<file path="config.mk">
export PLATFORM = sky130hd
export DESIGN_NAME = pn_code_gen
export DESIGN_NICKNAME = d
export VERILOG_FILES = /design/src/rtl/pn_code_gen_pkg.sv /design/src/rtl/pn_lfsr.sv /design/src/rtl/pn_code_gen.sv
export SDC_FILE = /design/constraint.sdc
export NUM_CORES = 1
export LEC_CHECK = 0
export CAP_MARGIN = 30
export CORE_MARGIN = 2
export CORE_UTILIZATION = 45
export CTS_CLUSTER_DIAMETER = 120
export CTS_CLUSTER_SIZE = 16
export DETAILED_ROUTE_END_ITERATION = 6
export GPL_ROUTABILITY_DRIVEN = 0
export GPL_TIMING_DRIVEN = 0
export SLEW_MARGIN = 0
export SYNTH_ARGS = -nofsm -noshare
export SYNTH_HDL_FRONTEND = slang
export SYNTH_HIERARCHICAL = 1
export SYNTH_SLANG_ARGS = --single-unit
</file>
<file path="constraint.sdc">
create_clock -name clk -period 5.15 [get_ports clk]
set_clock_uncertainty 0.1 [all_clocks]
set_input_delay 1.03 -clock clk [delete_from_list [all_inputs] [get_ports clk]]
set_output_delay 1.03 -clock clk [all_outputs]
set_load 0.005 [all_outputs]
</file>
<file path="src/rtl/pn_code_gen_pkg.sv">
// rtl/pn_code_gen_pkg.sv - register map, control bit positions and default LFSR taps for pn_code_gen
package pn_code_gen_pkg;

  // Register addresses on the 8-bit cs/we/oe bus
  localparam logic [7:0] ADDR_DIV_LO  = 8'h00;
  localparam logic [7:0] ADDR_DIV_HI  = 8'h01;
  localparam logic [7:0] ADDR_SEED_LO = 8'h02;
  localparam logic [7:0] ADDR_SEED_HI = 8'h03;
  localparam logic [7:0] ADDR_CTRL    = 8'h04;
  localparam logic [7:0] ADDR_STATUS  = 8'h05;

  // CTRL / STATUS bit positions
  localparam int CTRL_ENABLE   = 0;
  localparam int CTRL_RESTART  = 1;
  localparam int STATUS_ENABLE = 0;

  // Feedback masks for a left-shifting Fibonacci LFSR whose feedback enters bit 0.
  // Every entry yields a maximal-length (2^w-1) sequence.
  function automatic logic [31:0] default_taps(input int width);
    case (width)
      4:       return 32'h0000_000C;
      5:       return 32'h0000_0014;
      6:       return 32'h0000_0030;
      7:       return 32'h0000_0060;
      8:       return 32'h0000_00B8;
      9:       return 32'h0000_0110;
      10:      return 32'h0000_0240;
      11:      return 32'h0000_0500;
      15:      return 32'h0000_6000;
      16:      return 32'h0000_D008;
      default: return 32'h0000_0240;
    endcase
  endfunction

endpackage

</file>
<file path="src/rtl/pn_lfsr.sv">
// rtl/pn_lfsr.sv - Fibonacci LFSR with seed load, chip advance and return-to-seed detect
module pn_lfsr import pn_code_gen_pkg::*; #(
  parameter int           W    = 10,
  parameter logic [W-1:0] TAPS = W'(default_taps(W))
) (
  input  logic         clk,
  input  logic         rst_n,
  input  logic         load,
  input  logic         advance,
  input  logic [W-1:0] seed,
  output logic         prompt,
  output logic         wrap
);

  logic [W-1:0] state;
  logic [W-1:0] start;
  logic [W-1:0] next_state;
  logic [W-1:0] load_val;

  // Next state and the effective seed; a zero seed would lock the LFSR, so all-ones is used instead
  always_comb begin
    next_state = {state[W-2:0], ^(state & TAPS)};
    load_val   = (seed == '0) ? '1 : seed;
  end

  assign prompt = state[W-1];
  // Compared against the seed captured at the last load, so later SEED writes cannot move the epoch
  assign wrap   = (next_state == start);

  // State register: load has priority over a coincident advance
  always_ff @(posedge clk or negedge rst_n) begin
    if (!rst_n) begin
      state <= '1;
      start <= '1;
    end else if (load) begin
      state <= load_val;
      start <= load_val;
    end else if (advance) begin
      state <= next_state;
    end
  end

endmodule

</file>
<file path="src/rtl/pn_code_gen.sv">
// rtl/pn_code_gen.sv - programmable-rate PN chip generator with delayed code taps and epoch pulse
module pn_code_gen import pn_code_gen_pkg::*; #(
  parameter int                LFSR_W  = 10,
  parameter logic [LFSR_W-1:0] TAPS    = LFSR_W'(default_taps(LFSR_W)),
  parameter int                DIV_W   = 16,
  parameter int                DIV_RST = 3,
  parameter int                NUM_CH  = 2
) (
  input  logic              clk,
  input  logic              rst,
  input  logic [7:0]        addr_in,
  input  logic [7:0]        data_in,
  input  logic              cs,
  input  logic              we,
  input  logic              oe,
  output logic [7:0]        data_out,
  output logic              rdy,
  output logic [NUM_CH-1:0] code,
  output logic              chip_stb,
  output logic              epoch
);

  logic [DIV_W-1:0]  div;
  logic [DIV_W-1:0]  div_ctr;
  logic [LFSR_W-1:0] seed;
  logic              enable;
  logic [NUM_CH-1:0] hist;

  // Byte-addressable views of DIV and SEED (both fit in two bytes)
  logic [15:0] div_wide;
  logic [15:0] seed_wide;
  logic [15:0] div_wr;
  logic [15:0] seed_wr;
  logic [7:0]  rd_data;

  logic wr;
  logic rd;
  logic restart;
  logic due;
  logic prompt;
  logic wrap;

  assign div_wide  = 16'(div);
  assign seed_wide = 16'(seed);

  assign wr      = cs & we;
  assign rd      = cs & oe;
  assign restart = wr && (addr_in == ADDR_CTRL) && data_in[CTRL_RESTART];
  // Using >= lets a lowered DIV take effect immediately instead of wrapping the counter
  assign due     = enable && (div_ctr >= div);

  // Merge the addressed write byte into the current DIV/SEED values
  always_comb begin
    div_wr  = div_wide;
    seed_wr = seed_wide;
    case (addr_in)
      ADDR_DIV_LO:  div_wr[7:0]   = data_in;
      ADDR_DIV_HI:  div_wr[15:8]  = data_in;
      ADDR_SEED_LO: seed_wr[7:0]  = data_in;
      ADDR_SEED_HI: seed_wr[15:8] = data_in;
      default: ;
    endcase
  end

  // Read mux; restart is self-clearing so CTRL only reports enable
  always_comb begin
    rd_data = 8'h00;
    case (addr_in)
      ADDR_DIV_LO:  rd_data = div_wide[7:0];
      ADDR_DIV_HI:  rd_data = div_wide[15:8];
      ADDR_SEED_LO: rd_data = seed_wide[7:0];
      ADDR_SEED_HI: rd_data = seed_wide[15:8];
      ADDR_CTRL:    rd_data[CTRL_ENABLE]   = enable;
      ADDR_STATUS:  rd_data[STATUS_ENABLE] = enable;
      default: ;
    endcase
  end

  // Register bus: writes land on the cs&we edge, read data and ack follow one cycle later
  always_ff @(posedge clk or negedge rst) begin
    if (!rst) begin
      div      <= DIV_W'(DIV_RST);
      seed     <= '1;
      enable   <= 1'b0;
      data_out <= 8'h00;
      rdy      <= 1'b0;
    end else begin
      rdy <= cs & (we | oe);
      if (rd) begin
        data_out <= rd_data;
      end
      if (wr) begin
        div  <= DIV_W'(div_wr);
        seed <= LFSR_W'(seed_wr);
        if (addr_in == ADDR_CTRL) begin
          enable <= data_in[CTRL_ENABLE];
        end
      end
    end
  end

  // Chip timing and code history; restart overrides a strobe due on the same edge
  always_ff @(posedge clk or negedge rst) begin
    if (!rst) begin
      div_ctr  <= '0;
      hist     <= '0;
      chip_stb <= 1'b0;
      epoch    <= 1'b0;
    end else if (restart) begin
      div_ctr  <= '0;
      hist     <= '0;
      chip_stb <= 1'b0;
      epoch    <= 1'b0;
    end else if (due) begin
      div_ctr  <= '0;
      hist     <= NUM_CH'({hist, prompt});
      chip_stb <= 1'b1;
      epoch    <= wrap;
    end else begin
      chip_stb <= 1'b0;
      epoch    <= 1'b0;
      if (enable) begin
        div_ctr <= div_ctr + DIV_W'(1);
      end
    end
  end

  assign code = hist;

  pn_lfsr #(
    .W    (LFSR_W),
    .TAPS (TAPS)
  ) u_lfsr (
    .clk     (clk),
    .rst_n   (rst),
    .load    (restart),
    .advance (due & ~restart),
    .seed    (seed),
    .prompt  (prompt),
    .wrap    (wrap)
  );

endmodule

</file>
==> impl_metrics.tcl <==
set metrics [dict create \
    dpl.hpwl_um 6650 \
    async_reset_ff_share_pct 100 \
    critPathKind "reg2reg" \
    area_growth_pct 16.6 \
    synth_common_cells "44 x dfrtp_1, 36 x mux2_2, 32 x dfstp_2, 23 x nand2_1, 20 x inv_1" \
    cts-resized-gates 0 \
    setup_viol 0 \
    synth_cells 342 \
    syn_avg_cell_area_sq_um 11.9 \
    die_y_um 99.1 \
    multi_input_area_sq_um 1970 \
    swShare_pct 29.3 \
    period_share_pct 70.4 \
    power.share.clock_pct 31.2 \
    worstPathArrival_ns 3.81 \
    hold_viol 0 \
    globalRouteOverflowTotal 0 \
    antenna_found_initial 0 \
    grt_util_met2_pct 29.0 \
    clock_sinks 76 \
    synth_top_flop_cell "dfrtp_1" \
    ys_seq_area_share_pct 47.8 \
    core-area_sq_um 8760 \
    fin_crit_ns 3.62 \
    drive_gt1_share_pct 32.1 \
    routed_wl_um 9220 \
    hold_depth 2 \
    wl_per_cell_um 18.4 \
    postRouteAntennaNets 0 \
    grt_max_degree 51 \
    synth.largest_area_cell "dfrtp_1" \
    vias_per_cell 5.67 \
    synth_top_area_share_pct 27.1 \
    top_usage_layer "met1" \
    cts.path.max_buffers 2 \
    vias 2841 \
    antenna_cells 0 \
    rows 34 \
    p_sw_uw 395 \
    endpoint_kind "register" \
    numCtsBuffers 9 \
    clock_latency_ns 0.34 \
    nFillCells 778 \
    dieArea_sq_um 9810 \
    seqPwrFrac_pct 52.1 \
    firstDrtPassIters 4 \
    leakagePower_nw 2.02 \
    synthesis.area_sq_um 4070 \
    place_inst 485 \
    startpoint_type "register" \
    hp-class "reg2reg" \
    intPower_uw 953 \
    max_freq_ghz 0.276 \
    grtUsageTotal_pct 19.9 \
    setup_tns_ns 0 \
    synth_edf_count 0 \
    ir_drop_mv 0.106 \
    whs_ns 0.381 \
    drc 0 \
    grtUsageMet1_pct 30.5 \
    first_global_vias 2809 \
    initial_utilization_pct 46.4 \
    layout.nets 426 \
    placed_cell_area_sq_um 4560 \
    yosysMostFrequentCell "dfrtp_1" \
    cts-root-buf "clkbuf_8" \
    regArea_sq_um 1940 \
    drv_slew 0 \
    fin_area_sq_um 4740 \
    power_density_nw_per_um2 284 \
    critical_path.max_fanout 10 \
    yosys_warnings 6 \
    fin_cells 501 \
    ios 34 \
    status "complete, no violations" \
    drt-initial-drc-count 133 \
    cts_tree "done" \
    slew-limit-headroom_pct 42.1 \
    cts.clk_slew.worst_paths_ns 0.09 \
    worstRegToRegCells 10 \
    synth_nets 380 \
    die_w_um 99.1 \
    hold_buffers 0 \
    synth_area_leaders "dfrtp_1 27%, dfstp_2 21%, mux2_2 10%" \
    maxCapViolations 0 \
    grt_setup_unrepaired "false" \
    yosysUniqueCellTypes 46 \
    comb_power_share_pct 16.7 \
    grt_pass1_wl_um 15200 \
    cp.required_ns 5.34 \
    synth_seq_cells 76 \
    htreeDepth 3 \
    post_cts_buffers 0 \
    io_buffers 33 \
    use_met3_pct 2.84 \
    worst_slew_pin_slew_ns 0.866 \
]
-- sequential cells by signal (all words and copies together), names as in the netlist --
signal and cells:
data_out 8, epoch 1, rdy 1, seed 10, enable 1, chip_stb 1, div 16, code 2
div_ctr 16, u_lfsr/state 10, u_lfsr/start 10
-- cell usage in the layout, fill, tap and decap left out, types with 2 or more instances in the layout --
master,instances
a21oi_1,7
a22o_1,7
and2_1,3
and3_1,2
and4_1,2
buf_2,3
buf_4,2
buf_6,4
clkbuf_1,6
clkbuf_8,10
clkdlybuf4s50_1,32
dfrtp_1,44
dfstp_2,32
ha_1,17
inv_1,20
mux2_2,36
mux2i_1,8
mux4_2,2
nand2_1,23
nand2_2,2
nand3_1,8
nand4_1,11
nor2_1,10
nor2b_1,4
nor3_1,12
nor3_2,5
nor4_1,2
o21ai_0,9
o22a_1,3
o22a_2,17
o41ai_4,2
or4_1,2
xnor2_1,14
xor2_1,12
-- critical path, cell delays in order (launching register included) --
cell and delay, ns:
dfrtp_1 0.38, inv_1 0.06, ha_1 0.29, nand4_1 0.20, a211oi_1 0.23, a32oi_1 0.18
a31oi_2 0.76, nor2b_1 0.30, clkbuf_1 0.47, mux2_2 0.40, o22a_2 0.20
-- metal layers --
layer / wire length [um] / part of all wire, %
met1: 4740 / 51
met2: 3950 / 43
met3: 420 / 4.6
met4: 112 / 1.2
met5: 0 / 0
-- cells by family after synthesis --
family,synth area share [%]
AND/OR/NAND/NOR,13.0
adder cells (fa/ha/maj),5.23
buffers and inverters,3.85
multiplexers,13.0
AO/OA/AOI/OAI,11.5
flip-flops,47.8
XOR/XNOR,5.60
-- stage by stage --
stage,power (mW),setup slack [ns],util (%)
2_1_floorplan,0.850,1.93,-
3_3_place_gp,0.928,0.279,51.7
3_5_place_dp,0.934,1.21,52.1
4_1_cts,1.36,1.53,54.1
5_1_grt,1.43,1.25,54.1
6_report,1.35,1.53,54.1
-- worst paths after layout --
| kind | slack, ns | start | to |
|---|---|---|---|
| max | 1.53 | div[13] | u_lfsr/state[9] |
| min | 0.38 | data_out[0] | data_out[0] |
| max reg2reg | 1.53 | div[13] | u_lfsr/state[9] |
| min reg2reg | 0.38 | data_out[0] | data_out[0] |
| max in group asynchronous | 3.83 | rst | seed[6] |
| min in group asynchronous | 0.49 | rst | code[1] |
-- layout make-up --
class                           count  share of cell area [%]
Sequential cell                    76                    41.0
Clock buffer                       11                    2.98
Inverter                           20                    1.58
Clock inverter                      5                   0.766
Timing Repair Buffer               35                    7.60
Buffer                             12                    1.72
Multi-Input combinational cell    234                    41.5
Tap cell                          108                    2.85
-- power by group through the flow --
stage / combinational, mW / clock, mW / sequential (mW)
after global placement: 0.217 / 0 / 0.711
after detailed placement: 0.223 / 0 / 0.711
after floorplan: 0.155 / 0 / 0.695
after CTS: 0.226 / 0.434 / 0.701
after global routing: 0.259 / 0.464 / 0.710
final: 0.225 / 0.420 / 0.702
No activity file was read; power rests on OpenSTA's default activity.
